--- src/rtl/activation_collector.sv ---
// rtl/activation_collector.sv - hard-sigmoid activation and per-layer vector packing
module activation_collector #(
    parameter int NEURON_NUM          = 5,
    parameter int NEURON_OUTPUT_WIDTH = 10,
    parameter int ACTIVATION_WIDTH    = 9,
    parameter int FRACTION            = 8,
    parameter int SW                  = $clog2(NEURON_NUM) + 1
) (
    input  logic                                   clk,
    input  logic                                   rst,
    input  logic [SW-1:0]                          layer_size,
    input  logic                                   layer_size_valid,
    output logic                                   layer_size_ready,
    input  logic [NEURON_OUTPUT_WIDTH-1:0]         sum_in,
    input  logic                                   sum_overflow,
    input  logic                                   sum_valid,
    output logic                                   sum_ready,
    output logic [NEURON_NUM*ACTIVATION_WIDTH-1:0] activations,
    output logic [NEURON_NUM-1:0]                  overflow_flags,
    output logic                                   activations_valid,
    input  logic                                   activations_ready
);
    localparam int AW = ACTIVATION_WIDTH;
    localparam int TW = NEURON_OUTPUT_WIDTH + 2;
    localparam logic signed [TW-1:0] HALF = TW'(1 << (FRACTION - 1));
    localparam logic signed [TW-1:0] YMAX = TW'((1 << (AW - 1)) - 1);
    localparam logic [SW-1:0] NMAX = SW'(NEURON_NUM);

    typedef enum logic [1:0] {
        IDLE    = 2'd0,
        COLLECT = 2'd1,
        FULL    = 2'd2
    } state_t;

    state_t state, state_next;
    logic [SW-1:0] size;
    logic [SW-1:0] count;
    logic [SW-1:0] size_clamped;
    logic signed [TW-1:0] sum_ext;
    logic signed [TW-1:0] t;
    logic [AW-1:0] y;
    logic sum_accept;

    assign size_clamped = (layer_size > NMAX) ? NMAX : layer_size;
    assign layer_size_ready  = (state == IDLE);
    assign sum_ready         = (state == COLLECT);
    assign activations_valid = (state == FULL);
    assign sum_accept        = sum_valid && (state == COLLECT);

    // Overflowed sums saturate by sign instead of going through the linear segment.
    always_comb begin
        sum_ext = TW'($signed(sum_in));
        t       = (sum_ext >>> 2) + HALF;
        y       = '0;
        if (sum_overflow) begin
            y = sum_in[NEURON_OUTPUT_WIDTH-1] ? '0 : YMAX[AW-1:0];
        end else if (t[TW-1]) begin
            y = '0;
        end else if (t > YMAX) begin
            y = YMAX[AW-1:0];
        end else begin
            y = t[AW-1:0];
        end
    end

    always_ff @(posedge clk) begin
        if (rst) begin
            state <= IDLE;
        end else begin
            state <= state_next;
        end
    end

    always_comb begin
        state_next = state;
        case (state)
            IDLE: begin
                if (layer_size_valid) begin
                    state_next = (size_clamped == '0) ? FULL : COLLECT;
                end
            end
            COLLECT: begin
                if (sum_valid && count == size - SW'(1)) begin
                    state_next = FULL;
                end
            end
            FULL: begin
                if (activations_ready) begin
                    state_next = IDLE;
                end
            end
            default: state_next = IDLE;
        endcase
    end

    always_ff @(posedge clk) begin
        if (rst) begin
            size           <= '0;
            count          <= '0;
            activations    <= '0;
            overflow_flags <= '0;
        end else begin
            if (state == IDLE && layer_size_valid) begin
                size <= size_clamped;
            end
            if (sum_accept) begin
                count <= count + SW'(1);
                for (int i = 0; i < NEURON_NUM; i++) begin
                    if (count == SW'(i)) begin
                        activations[i*AW +: AW] <= y;
                        overflow_flags[i]       <= sum_overflow;
                    end
                end
            end
            if (state == FULL && activations_ready) begin
                count          <= '0;
                activations    <= '0;
                overflow_flags <= '0;
            end
        end
    end
endmodule
--- config.mk ---
export PLATFORM = sky130hd
export DESIGN_NAME = activation_collector
export DESIGN_NICKNAME = d
export VERILOG_FILES = /design/src/rtl/activation_collector.sv
export SDC_FILE = /design/constraint.sdc
export NUM_CORES = 1
export LEC_CHECK = 0
export ABC_CLOCK_PERIOD_IN_PS = 1350
export BUFFER_PORTS_ARGS = -buffer_cell sky130_fd_sc_hd__buf_2
export CORE_AREA = 2 2 72 102
export DETAILED_ROUTE_END_ITERATION = 12
export DIE_AREA = 0 0 74 104
export SLEW_MARGIN = 20
export SYNTH_ARGS = -nofsm -noshare
export SYNTH_HDL_FRONTEND = slang
export SYNTH_SLANG_ARGS = --single-unit
--- constraint.sdc ---
create_clock -name clk -period 1.35 [get_ports clk]
set_input_delay 0.27 -clock clk [delete_from_list [all_inputs] [get_ports clk]]
set_output_delay 0.27 -clock clk [all_outputs]
set_load 0.1 [all_outputs]
==> flow_summary.json <==
{
  "status": "finished, violations left",
  "violations": "negative setup slack",
  "tns_ns": -3.730,
  "drt_iter0_markers": 82,
  "die_h_um": 104,
  "grt_overflow": 0,
  "ff2ff_setup_slack_ns": -0.16,
  "drv_cap": 0,
  "critPathBufInv": 1,
  "synth.distinct_cells": 31,
  "slew_viol_final": 0,
  "syn-instance-count": 237,
  "crit_path_max_fanout": 5,
  "start_util": 0.3398,
  "cts_tree": "yes",
  "cts_root_buf": "clkbuf_8",
  "final_util": 0.5710,
  "nets": 360,
  "whs_ns": 0.1845,
  "end_kind": "flop",
  "syn_avg_cell_area_um2": 9.751,
  "numCtsBuffers": 5,
  "tightest_slew_ns": 0.8395,
  "synth_area_leaders": "dfxtp_1 48%, a211oi_1 14%, nor2_1 8.8%, buf_12 3.5%, buf_6 2.9%",
  "wl_per_cell_um": 15.19,
  "syn2layout_area_growth_pct": 68.06,
  "n_fill_cell": 558,
  "path_delay_family": "simple AND/OR/NAND/NOR gates",
  "post-route-cell-area_um2": 3884,
  "rsz0062_at_grt": "yes",
  "clock_skew_ns": 0.01588,
  "drt_pass1_iterations": 4,
  "p_per_area_nw_per_um2": 929.9,
  "viasPerCell": 4.874,
  "rows": 36,
  "core-area_um2": 6802,
  "antenna_found_initial": 0,
  "setup_viol": 43,
  "clock.fmax_mhz": 660.4,
  "critPathKind": "flop to flop",
  "grt_max_degree": 38,
  "hpwl_um": 3776,
  "grt_use_total": 0.1507,
  "drt_wl_total_um": 6531,
  "final-hold-violation-count": 0,
  "worst_slack_ns": -0.1643,
  "drive_gt1_frac": 0.5403,
  "start_kind": "flop",
  "ys_ff_latch": 55,
  "clock_latency_ns": 0.32,
  "final_cell_mix": "48 x dfxtp_1, 42 x nor2_1, 35 x buf_4",
  "fin_crit_sh": 1.122,
  "slowest_stage": "nor4b_4",
  "yosysTopAreaCellShare": 0.4764,
  "die_w_um": 74,
  "yosysTopAreaCell": "dfxtp_1",
  "numPortBuffers": 65,
  "ir_worst_vdd_mv": 0.5344,
  "cts.sinks": 55,
  "max_stage_delay_ns": 0.38,
  "path_cells": "nor4b_4 -> and3_4 -> buf_12 -> mux2i_1 -> nor2_1",
  "die-area_um2": 7696,
  "drc": 0,
  "grt_pass1_vias": 1783,
  "p_leak_nw": 1.499,
  "clkTransAtPathRegs_ns": 0.09,
  "io_pins": 73,
  "yosysWarnings": 0,
  "fin_crit_ns": 1.514,
  "ys_seq_area_frac": 0.4764,
  "grt_pass1_wl_um": 9101,
  "n_antenna_cell": 0,
  "synth_area_um2": 2311,
  "slew_headroom": 0.4404,
  "hold_class": "input port to flop",
  "vias": 2096,
  "final_common_cell": "dfxtp_1",
  "final_antenna_net_count": 0,
  "placed_cell_area_um2": 3182,
  "place.gp.congestion": 0.7666,
  "crit_arrival_ns": 1.71,
  "required_ns": 1.55,
  "cts_max_level": 2,
  "cts_buffer_depth": 2
}
## flip-flops by register name, indices dropped and copies added (netlist names)
name and count:
activations 40, count 4, size 4, state 2, overflow_flags 5
## per-stage QoR
step           std cells  power (mW)  worst slack (ns)
2_1_floorplan        241       2.230           -0.3030
3_3_place_gp         406       2.398          -0.07220
3_5_place_dp         406       2.404          -0.09002
4_1_cts              425       3.538           -0.1058
5_1_grt              430       3.746           -0.2236
6_report             430       3.611           -0.1643
## per-layer routing
metal / vias up / track usage / routed length (um) / part of all wire
li1: 1015 / - / - / -
met2: 63 / 0.2564 / 3546 / 0.54
met1: 1009 / 0.1957 / 2603 / 0.40
met4: 0 / 0.03506 / 132 / 0.020
met5: - / 0 / 0 / 0
met3: 9 / 0.02422 / 249 / 0.038
## final timing paths
check                               start                        endpoint  cells past startpoint
min                                   rst            size[1]$_SDFFE_PP0P_                      2
min reg2reg  activations[22]$_SDFFE_PP0P_    activations[22]$_SDFFE_PP0P_                      2
max                 state[1]$_SDFFE_PP0P_  overflow_flags[0]$_SDFFE_PP0P_                      5
max reg2reg         state[1]$_SDFFE_PP0P_  overflow_flags[0]$_SDFFE_PP0P_                      5
## layout make-up
cell class	instances	area, um^2	area share
clock buffers	5	68.82	0.01772
clock inverters	2	37.54	0.009665
inverters	6	22.52	0.005799
multi-input cells	158	1274	0.3280
flip-flops and latches	55	1110	0.2858
well taps	95	118.9	0.03061
repair buffers	109	1252	0.3225
## power by group
part / internal, mW / switching (mW)
registers: 1.66 / 0.0316
clock network: 0.543 / 0.532
logic: 0.291 / 0.552
## kinds of logic after synthesis
family,Yosys count,synth area share
fa+ha+maj,5,0.02707
other cells,1,0.001623
xor+xnor,9,0.03411
compound gates,54,0.1678
simple gates,79,0.1640
flops,55,0.4765
mux,6,0.02599
buf+inv,28,0.1029
## cell usage after synthesis
cell type / count
a211oi_2: 1
clkbuf_1: 4
inv_1: 6
nor4_1: 1
buf_4: 5
xnor2_1: 5
and3_1: 4
ha_1: 5
buf_2: 3
xor2_1: 4
buf_6: 6
nand4_1: 3
mux2i_1: 6
nand2_1: 4
nand3_1: 1
and3b_1: 1
nor2_2: 1
buf_12: 4
o311a_1: 1
o21ai_0: 1
nor3_1: 2
a211oi_1: 42
a21oi_1: 9
dfxtp_1: 55
nor2b_1: 2
nand2b_1: 1
nor2_1: 54
conb_1: 1
nor4b_4: 1
nor3b_1: 3
nor3_4: 1
## what timing repair did
action                     in CTS  in global routing
buffers inserted               10                  8
hold buffers                    0                  0
setup endpoints to repair      64                 67
gates cloned                    3                  4
gates resized for setup        52                 58
pin swaps                      16                 30
Note: power is estimated with default switching activity, not from simulation.
